===== src/rtl/row_clear_engine.sv =====
// row_clear_engine: removes one completed row from the board.
// The board is latched into a shadow copy. Every row above the cleared row
// moves down by one row, one row per cycle, and row 0 is then zeroed. The
// result is written back to the board owner with a one-cycle board_we strobe.
// While a clear is in progress, scan_pause holds the row scanner.
//
// Ports:
//   clk, rst_n     - clock, asynchronous active-low reset
//   game_pause     - blocks acceptance of a new clear
//   fallen_pieces  - current board; row r is bits [r*BLOCKS_WIDE +: BLOCKS_WIDE]
//   full_row       - row index presented by the row scanner
//   full_row_en    - full_row is completely filled
//   scan_pause     - freezes the row scanner during a clear
//   board_out      - updated board, valid while board_we is high (zero otherwise)
//   board_we       - one-cycle write strobe for board_out
//   lines_cleared  - saturating count of cleared rows
//   clear_done     - one-cycle pulse, coincident with board_we
module row_clear_engine #(
    parameter int unsigned BLOCKS_WIDE = 10,
    parameter int unsigned BLOCKS_HIGH = 22,
    parameter int unsigned BITS_Y_POS  = 5
) (
    input  logic                               clk,
    input  logic                               rst_n,
    input  logic                               game_pause,
    input  logic [BLOCKS_WIDE*BLOCKS_HIGH-1:0] fallen_pieces,
    input  logic [BITS_Y_POS-1:0]              full_row,
    input  logic                               full_row_en,
    output logic                               scan_pause,
    output logic [BLOCKS_WIDE*BLOCKS_HIGH-1:0] board_out,
    output logic                               board_we,
    output logic [15:0]                        lines_cleared,
    output logic                               clear_done
);

    localparam int unsigned BOARD_BITS = BLOCKS_WIDE * BLOCKS_HIGH;

    typedef enum logic [1:0] {
        IDLE   = 2'd0,
        SHIFT  = 2'd1,
        COMMIT = 2'd2,
        SETTLE = 2'd3
    } state_t;

    state_t                                 r_state;
    logic [BITS_Y_POS-1:0]                  r_cursor;
    logic [BLOCKS_HIGH-1:0][BLOCKS_WIDE-1:0] r_shadow;
    logic                                   r_scan_pause;
    logic [BOARD_BITS-1:0]                  r_board_out;
    logic                                   r_board_we;
    logic                                   r_clear_done;
    logic [15:0]                            r_lines_cleared;

    logic w_req_ok;

    // A request is only valid for a row that exists on the board
    assign w_req_ok = full_row_en && !game_pause && (32'(full_row) < BLOCKS_HIGH);

    // Clear sequencer with registered outputs
    always_ff @(posedge clk or negedge rst_n) begin
        if (!rst_n) begin
            r_state         <= IDLE;
            r_cursor        <= '0;
            r_shadow        <= '0;
            r_scan_pause    <= 1'b0;
            r_board_out     <= '0;
            r_board_we      <= 1'b0;
            r_clear_done    <= 1'b0;
            r_lines_cleared <= '0;
        end else begin
            case (r_state)
                IDLE: begin
                    if (w_req_ok) begin
                        r_shadow     <= fallen_pieces;
                        r_cursor     <= full_row;
                        r_scan_pause <= 1'b1;
                        r_state      <= SHIFT;
                    end
                end
                SHIFT: begin
                    if (r_cursor != '0) begin
                        r_shadow[r_cursor] <= r_shadow[r_cursor - BITS_Y_POS'(1)];
                        r_cursor           <= r_cursor - BITS_Y_POS'(1);
                    end else begin
                        // Row 0 is emptied in the shadow and in the write-back
                        // image, so the strobe is high for the whole COMMIT cycle
                        r_shadow[0]  <= '0;
                        r_board_out  <= {r_shadow[BLOCKS_HIGH-1:1], BLOCKS_WIDE'(0)};
                        r_board_we   <= 1'b1;
                        r_clear_done <= 1'b1;
                        r_state      <= COMMIT;
                    end
                end
                COMMIT: begin
                    r_board_out  <= '0;
                    r_board_we   <= 1'b0;
                    r_clear_done <= 1'b0;
                    if (r_lines_cleared != 16'hFFFF) begin
                        r_lines_cleared <= r_lines_cleared + 16'd1;
                    end
                    r_state <= SETTLE;
                end
                SETTLE: begin
                    // One extra paused cycle lets the scanner see the committed board
                    r_scan_pause <= 1'b0;
                    r_state      <= IDLE;
                end
                default: begin
                    r_state <= IDLE;
                end
            endcase
        end
    end

    assign scan_pause    = r_scan_pause;
    assign board_out     = r_board_out;
    assign board_we      = r_board_we;
    assign clear_done    = r_clear_done;
    assign lines_cleared = r_lines_cleared;

endmodule


===== config.mk =====
export PLATFORM = sky130hd
export DESIGN_NAME = row_clear_engine
export DESIGN_NICKNAME = d
export VERILOG_FILES = /design/src/rtl/row_clear_engine.sv
export SDC_FILE = /design/constraint.sdc
export NUM_CORES = 1
export LEC_CHECK = 0
export ABC_AREA = 1
export BUFFER_PORTS_ARGS = -buffer_cell sky130_fd_sc_hd__buf_2
export CAP_MARGIN = 20
export CORE_UTILIZATION = 60
export CTS_CLUSTER_SIZE = 30
export DETAILED_ROUTE_END_ITERATION = 6
export GPL_ROUTABILITY_DRIVEN = 0
export PLACE_DENSITY = 0.86
export SYNTH_ARGS = -nofsm -noshare
export SYNTH_HDL_FRONTEND = slang
export SYNTH_SLANG_ARGS = --single-unit

===== constraint.sdc =====
create_clock -name clk -period 6.35 [get_ports clk]
set_clock_uncertainty 0.05 [all_clocks]
set_input_delay 0.3175 -clock clk [delete_from_list [all_inputs] [get_ports clk]]
set_output_delay 0.3175 -clock clk [all_outputs]
set_load 0.02 [all_outputs]

==> metrics.md, run 1 <==
| Metric | Value |
|---|---|
| Clock sinks | 455 |
| Die footprint | 0.0406 sq mm |
| Vias | 24200 |
| Status | finished clean |
| CP dominant cell by count | nand3_1 |
| Worst r2r src | r_cursor[0]$_DFFE_PN0P_ |
| Postcts setup bufs | 0 |
| Reg2reg path depth | 11 |
| Hold EP | r_shadow[30]$_DFFE_PN0P_ |
| Post-synth EDFFs | 0 |
| Yosys top cell area share | 47.7% |
| Synth area leader | dfrtp_1 |
| CP startpoint kind | register |
| Die X | 201 um |
| CTS tree | done |
| DRC | 0 |
| Final WL | 87100 um |
| Global route overflow | 0 |
| Layout area overhead | 18.1% |
| Nets | 3756 |
| Final hold violation count | 0 |
| Worst hold path depth | 3 |
| Reg2reg end | r_shadow[45]$_DFFE_PN0P_ |
| Worst setup EP type | register |
| CTS buffer count | 47 |
| Worst slew margin | 25.3% |
| Post-synth top flop | dfrtp_1 |
| Synth Register Bits | 455 |
| Crit path DAT | 5.47 ns |
| Worst-case clock buffer depth | 3 |
| Worst-Skew Late Latency | 0.60 ns |
| Core area | 0.0389 sq mm |
| First-pass GRT wire length | 130000 um |
| YS warnings | 0 |
| Total track usage | 42.2% |
| Die H | 201 um |
| Area contributors post-synth | dfrtp_1, inv_1, a21oi_1 |
| Max Slew Vio Count | 0 |
| Met3 WL post-DR | 11500 um |
| Tightest Hold Check Type | in -> reg |
| H-Tree Depth | 2 |
| RSZ-0062 raised after global routing | no |
| Mean Syn Cell Area | 7.68 sq um |
| Critical-path maximum fanout | 58 |
| Critical path startpoint | r_cursor[0]$_DFFE_PN0P_ |
| CTS root buffer | clkbuf_16 |
| Yosys cell types | 29 |
| Worst-Margin Slew | 1.12 ns |
| Most frequent cell after synthesis | inv_1 |
| WS Path Type | reg -> reg |
| Sequential fraction of the synthesis area | 47.7% |
| I/O pin count | 468 |
| Post-synth top cells | inv_1, nand2_1, dfrtp_1 |
| Top sig layer | met5 |
| Endpoints failing setup | 0 |
| Vias in the first global route | 23000 |
| Share of layout cells above drive strength 1 | 16.8% |
| Required time of the critical path | 6.80 ns |
| MaxCap Viol Count | 0 |
| CTS hold repair buffers | 96 |
| Setup TNS | 0 ns |
| Critical path's slowest cell | dfrtp_4 |
| WP buf/inv | 2 |
| Clock transition at path regs | 0.06 ns |
| CP max stage delay | 0.86 ns |
| Largest net degree at the start of global routing | 157 |
| Hold Crit Start | fallen_pieces[30] |
| Pre-antenna DRT Iters | 7 |
| Final period util | 79.1% |
| CTS resizes | 0 |
| Cell family with most CP delay | simple AND/OR/NAND/NOR gates |
| Met2 wire length | 38600 um |
| DRT iter0 DRCs | 3464 |
| FMAX | 0.199 GHz |
| Initial antenna violation count | 4 |
| Vias per std cell | 5.95 |
| Num rows | 72 |
| I/O Buffers | 457 |
| Per-cell routed wire length | 21.4 um |
| Gate Count Post-Synth | 3108 |
| Post-DP HPWL | 54800 um |
| Post-synth ARST share | 100% |
| Area of the mapped netlist | 0.0239 sq mm |
| Starting Density | 61.3% |
| R2R Setup Slk | 1.33 ns |
| Post-route ant nets | 0 |
| Critical Path, Cell by Cell | clkinv_2 > ha_2 > nand2_1 > nand2_2 > inv_2 > nand3_1 > nand3_1 > nand2_1 > nand2_2 > nand3_1 > a21oi_1 |
| Wl on met1 | 31700 um |
| Minimum clock period | 5.02 ns |
-- how the worst max path moves through the flow --
| stage | endpoint | slack (ns) | cells past startpoint |
|---|---|---|---|
| 4_1_cts | r_shadow[177]$_DFFE_PN0P_ | 1.55 | 11 |
| 6_report | r_shadow[45]$_DFFE_PN0P_ | 1.33 | 11 |
| 5_1_grt | r_shadow[45]$_DFFE_PN0P_ | 1.23 | 11 |
| 3_3_place_gp | r_shadow[117]$_DFFE_PN0P_ | 1.72 | 11 |
| 3_5_place_dp | r_shadow[177]$_DFFE_PN0P_ | 1.55 | 11 |
| 2_1_floorplan | r_shadow[100]$_DFFE_PN0P_ | 3.94 | 16 |
-- logic make-up (layout without fill, tap and decap cells) --
| kind of cell | after synthesis | count (layout) | synth area share (%) |
|---|---|---|---|
| AO/OA/AOI/OAI | 677 | 677 | 15.4 |
| flip-flops | 455 | 455 | 47.7 |
| adder cells (fa/ha/maj) | 9 | 9 | 0.472 |
| buffers and inverters | 908 | 1343 | 16.5 |
| other | 1 | 12 | 0.0157 |
| XOR/XNOR | 15 | 15 | 0.551 |
| AND/OR/NAND/NOR | 1043 | 1043 | 19.3 |
-- layer usage --
layer	up-vias	track usage, %
met5	-	0
met4	4	24.7
met3	388	10.6
met2	1923	63.7
met1	11200	55.4
li1	10700	-
-- placed cells by master (no fill, tap or decap), types with 11 or more instances in the layout --
cell,netlist,layout
inv_1,677,677
nand2_1,526,525
buf_2,105,456
dfrtp_1,455,454
a21oi_1,413,413
nand3_1,402,402
o22ai_1,210,210
dlygate4sd3_1,0,96
nor2_1,63,63
clkbuf_16,0,49
o21ai_0,31,31
nand2_2,18,18
nand3_2,17,17
buf_4,32,17
clkbuf_1,44,15
o21ai_1,12,12
nor3_1,11,11
xor2_1,11,11
-- registers in the layout, indices dropped and copies added, names as in the netlist --
| register | cells |
|---|---|
| scan_pause | 1 |
| clear_done | 1 |
| r_shadow | 220 |
| r_state | 2 |
| lines_cleared | 16 |
| board_out | 210 |
| r_cursor | 5 |
-- metrics by stage --
| stage | hold slack (ns) | util, % | setup slack [ns] | std cells | area, sq um |
|---|---|---|---|---|---|
| 2_1_floorplan | -0.0281 | - | 3.94 | 3117 | 23900 |
| 3_3_place_gp | 0.408 | 66.0 | 1.72 | 3889 | 25700 |
| 3_5_place_dp | 0.409 | 66.0 | 1.55 | 3889 | 25700 |
| 4_1_cts | 0.000584 | 72.3 | 1.55 | 4068 | 28100 |
| 5_1_grt | 0.00586 | 72.4 | 1.23 | 4071 | 28200 |
| 6_report | 0.00104 | 72.4 | 1.33 | 4072 | 28200 |
-- cell type report --
type	instances	area [sq um]
multi-input cells	1754	8590
well taps	518	648
repair buffers	574	3470
flip-flops and latches	455	11400
clock buffers	74	1420
fillers	3022	10700
inverters	686	2580
clock inverters	9	78.8
diodes	2	5.00
-- worst register-to-register path: stages, from the launching register on --
cell      delay (ns)
dfrtp_4         0.86
clkinv_2        0.74
ha_2            0.52
nand2_1         0.09
nand2_2         0.41
inv_2           0.64
nand3_1         0.17
nand3_1         0.19
nand2_1         0.10
nand2_2         0.72
nand3_1         0.20
a21oi_1         0.25
Power of run 1 is left out: the tool's default activity adds up to more than one toggle a clock period on the data nets, which glitch-free logic cannot reach.
==> run 2, diff against run 1 <==
--- a/config.mk
+++ b/config.mk
@@ -5,14 +5,14 @@
 export SDC_FILE = /design/constraint.sdc
 export NUM_CORES = 1
 export LEC_CHECK = 0
-export ABC_AREA = 1
+export ABC_AREA = 0
 export BUFFER_PORTS_ARGS = -buffer_cell sky130_fd_sc_hd__buf_2
 export CAP_MARGIN = 20
-export CORE_UTILIZATION = 60
+export CORE_UTILIZATION = 51
 export CTS_CLUSTER_SIZE = 30
 export DETAILED_ROUTE_END_ITERATION = 6
 export GPL_ROUTABILITY_DRIVEN = 0
-export PLACE_DENSITY = 0.86
+export PLACE_DENSITY = 0.78
 export SYNTH_ARGS = -nofsm -noshare
 export SYNTH_HDL_FRONTEND = slang
 export SYNTH_SLANG_ARGS = --single-unit
==> constraint.sdc (replaced) <==
create_clock -name clk -period 4.4 [get_ports clk]
set_clock_uncertainty 0.05 [all_clocks]
set_input_delay 0.22 -clock clk [delete_from_list [all_inputs] [get_ports clk]]
set_output_delay 0.22 -clock clk [all_outputs]
set_load 0.02 [all_outputs]
==> run 2 against run 1 <==
The run now ends with design-rule violations left. Sequential cell count stayed put. Hold slack better by 0.0092 ns. Cell count fell by 18%. Core utilization down 9.4 points. Critical path depth is 4 lower. First-iteration DRC count up 20%. Largest cell class is now multi-input gates. Highest routed layer unchanged.
==> metrics.md, run 2 <==
| Metric | Value |
|---|---|
| Yosys cell types | 60 (+110%) |
| Initial antenna violation count | 2 (-2) |
| Critical Path, Cell by Cell | clkinv_1 > ha_4 > xor2_4 > mux4_2 > a21o_1 > a221oi_4 > a221oi_1 |
| Area of the multi-input gates | 0.0117 sq mm (+36%) |
| Number of fill cells | 3644 (+21%) |
| Clock sinks | 455 (unchanged) |
| Combinational family with the most area after synthesis | compound AO/OA/AOI/OAI gates |
| WS Path Type | reg -> reg |
| Critical path's slowest cell | a221oi_4 |
| Core area | 0.0466 sq mm (+20%) |
| Mean Syn Cell Area | 10.6 sq um (+38%) |
| Mux cell area share after synthesis | 5.44% (+5.4 points) |
| Largest net degree at the start of global routing | 126 (-20%) |
| WP buf/inv | 1 (-1) |
| Area of the mapped netlist | 0.0240 sq mm (+0.77%) |
| Yosys top cell area share | 47.4% (-0.37 points) |
| Setup TNS | 0 ns (unchanged) |
| CP startpoint kind | register |
| Nets | 2942 (-22%) |
| RSZ-0062 raised after global routing | no |
| CTS tree | done |
| Worst slew margin | 24.8% (-0.50 points) |
| CTS root buffer | clkbuf_16 |
| H-Tree Depth | 2 (unchanged) |
| I/O Buffers | 457 (unchanged) |
| Clock transition at path regs | 0.06 ns (about the same) |
| Crit path DAT | 4.14 ns (-1.33 ns) |
| Dpl ws | 0.824 ns (-0.724 ns) |
| Worst-Skew Late Latency | 0.62 ns (+0.02 ns) |
| CTS resizes | 0 (unchanged) |
| Share of layout cells above drive strength 1 | 24.0% (+7.1 points) |
| Pre-antenna DRT Iters | 7 (unchanged) |
| Most frequent cell after synthesis | dfrtp_1 |
| Critical-path maximum fanout | 24 (-59%) |
| Final hold violation count | 0 (unchanged) |
| Layout area overhead | 22.1% |
| Failing checks | design-rule violations |
| Die H | 219 um (+8.8%) |
| FMAX | 0.266 GHz (+34%) |
| Post-Synth XOR/XNOR Area | 0.687% (+0.14 points) |
| Area contributors post-synth | dfrtp_1, a22o_1, a221oi_1 |
| First-pass GRT wire length | 146000 um (+12%) |
| Pwr/cell area | 954 mW/mm^2 |
| CTS hold repair buffers | 98 (+2.1%) |
| Commonest non-fill, non-tap cells in the layout | buf_2, dfrtp_1, a22o_1 |
| I/O pin count | 468 (unchanged) |
| Num rows | 79 (+9.7%) |
| CP max stage delay | 0.76 ns (-0.10 ns) |
| Global route overflow | 0 (unchanged) |
| Endpoints failing setup | 0 (unchanged) |
| Die X | 219 um (+8.8%) |
| Post-synth top flop | dfrtp_1 |
| Total track usage | 40.5% (-1.7 points) |
| Max reg flops | 220 (unchanged) |
| Post-DP HPWL | 67200 um (+23%) |
| Minimum clock period | 3.75 ns (-1.27 ns) |
| DRT iter0 DRCs | 4173 (+20%) |
| DRC | 7 (+7) |
| Required time of the critical path | 4.79 ns (-2.01 ns) |
| Vias | 24300 (+0.40%) |
| Gate Count Post-Synth | 2268 (-27%) |
| Post-synth ARST share | 100% (unchanged) |
| Synth Area in Adders | 0.468% (-0.0036 points) |
| Vias in the first global route | 23200 (+1.1%) |
| Starting Density | 51.6% (-9.7 points) |
| Synth area leader | dfrtp_1 |
| Most common cell after layout, fill and taps aside | buf_2 |
| WHS | 0.0103 ns (+0.00924 ns) |
| Worst-Margin Slew | 1.13 ns (+0.0102 ns) |
| Final period util | 85.3% (+6.2 points) |
| Synth Register Bits | 455 (unchanged) |
| Worst VDD drop | 0.000859 V |
| Post-synthesis simple-gate area fraction | 9.90% (-9.4 points) |
| Sequential fraction of the synthesis area | 47.4% (-0.37 points) |
| Post-route ant nets | 0 (unchanged) |
| Cell family with most CP delay | compound AO/OA/AOI/OAI gates |
| Worst-case clock buffer depth | 3 (unchanged) |
| MaxCap Viol Count | 0 (unchanged) |
| Status | finished, violations left |
| YS warnings | 0 (unchanged) |
| Leakage | 13.4 nW |
| Worst setup EP type | register |
| Post-synth EDFFs | 0 (unchanged) |
| Postcts setup bufs | 0 (unchanged) |
| Final WL | 99200 um (+14%) |
| Most flops, register | r_shadow |
| Die footprint | 0.0480 sq mm (+18%) |
| Max Slew Vio Count | 0 (unchanged) |
| Post-route setup slack | 0.646 ns (-0.681 ns) |
| Tightest Hold Check Type | in -> reg |
| Synth Area in Compound Gates | 31.5% (+16 points) |
| Per-cell routed wire length | 29.6 um (+38%) |
| CTS buffer count | 49 (+4.3%) |
| Register area | 0.0114 sq mm (unchanged) |
| Vias per std cell | 7.26 (+22%) |
| Post-synth top cells | dfrtp_1, a22o_1, clkbuf_1 |
==> run 2: changes by cell type after synthesis, moves of 81 or more <==
| cell | previous run | this run |
|---|---|---|
| a21oi_1 | 413 | 53 |
| a221oi_1 | 0 | 160 |
| a22o_1 | 0 | 217 |
| a31oi_1 | 0 | 99 |
| clkbuf_1 | 44 | 177 |
| inv_1 | 677 | 21 |
| nand2_1 | 526 | 21 |
| nand2b_1 | 0 | 95 |
| nand3_1 | 402 | 60 |
| o21ai_0 | 31 | 116 |
| o22ai_1 | 210 | 101 |
| o2bb2ai_1 | 0 | 81 |
==> run 2: final cells by class <==
type,count,share of cell area (%)
diodes,2,0.0171
multi-input cells,1562,39.7
repair buffers,613,13.0
clock inverters,17,0.669
clock buffers,70,4.86
flip-flops and latches,455,38.8
well taps,607,2.59
inverters,23,0.315
==> run 2: cell families (layout without fill, tap and decap cells) <==
kind of cell,after synthesis,in the layout
flip-flops,455,455
AO/OA/AOI/OAI,993,993
XOR/XNOR,18,18
buffers and inverters,260,723
other,1,12
multiplexers,87,87
AND/OR/NAND/NOR,445,445
adder cells (fa/ha/maj),9,9
==> run 2: through the flow <==
step | util, % | std cells | instance area (sq um) | total power, mW
after floorplan | - | 2277 | 24100 | 17.3
after global placement | 57.2 | 3151 | 26700 | 22.1
after detailed placement | 57.3 | 3158 | 26700 | 22.7
after CTS | 62.9 | 3343 | 29300 | 27.1
after global routing | 63.0 | 3347 | 29300 | 28.9
final | 63.0 | 3349 | 29300 | 28.0
==> run 2: path summary, 6_finish.rpt <==
path                                    startpoint                          to  slack [ns]  cells past startpoint
max in group asynchronous                    rst_n     r_cursor[0]$_DFFE_PN0P_        2.86                      3
min in group asynchronous                    rst_n  board_out[162]$_DFFE_PN0P_        0.24                      2
min                              fallen_pieces[74]    r_shadow[74]$_DFFE_PN0P_        0.01                      4
max                        r_cursor[0]$_DFFE_PN0P_   r_shadow[171]$_DFFE_PN0P_        0.65                      7
max reg2reg                r_cursor[0]$_DFFE_PN0P_   r_shadow[171]$_DFFE_PN0P_        0.65                      7
min reg2reg                r_shadow[0]$_DFFE_PN0P_     r_shadow[0]$_DFFE_PN0P_        0.44                      1
==> run 2: routing by layer <==
| layer | vias up | part of all wire [%] | GRT usage (%) |
|---|---|---|---|
| met5 | - | 0.028 | 0 |
| met4 | 4 | 7.1 | 24.2 |
| met3 | 503 | 14 | 11.5 |
| met2 | 2139 | 44 | 60.5 |
| met1 | 11800 | 35 | 52.2 |
| li1 | 9841 | - | - |
==> run 2: tightest hold or removal path: stages <==
cell,delay (ns)
buf_2,0.08
nand2b_1,0.09
a221oi_1,0.09
a31oi_1,0.13
==> run 2: where the power goes <==
part	internal, mW	switching (mW)	total, mW
Clock	2.48	1.77	4.25
Sequential	5.64	2.07	7.71
Combinational	5.62	10.4	16.0
Total	13.7	14.3	28.0
Note: power is estimated with default switching activity, not from simulation.
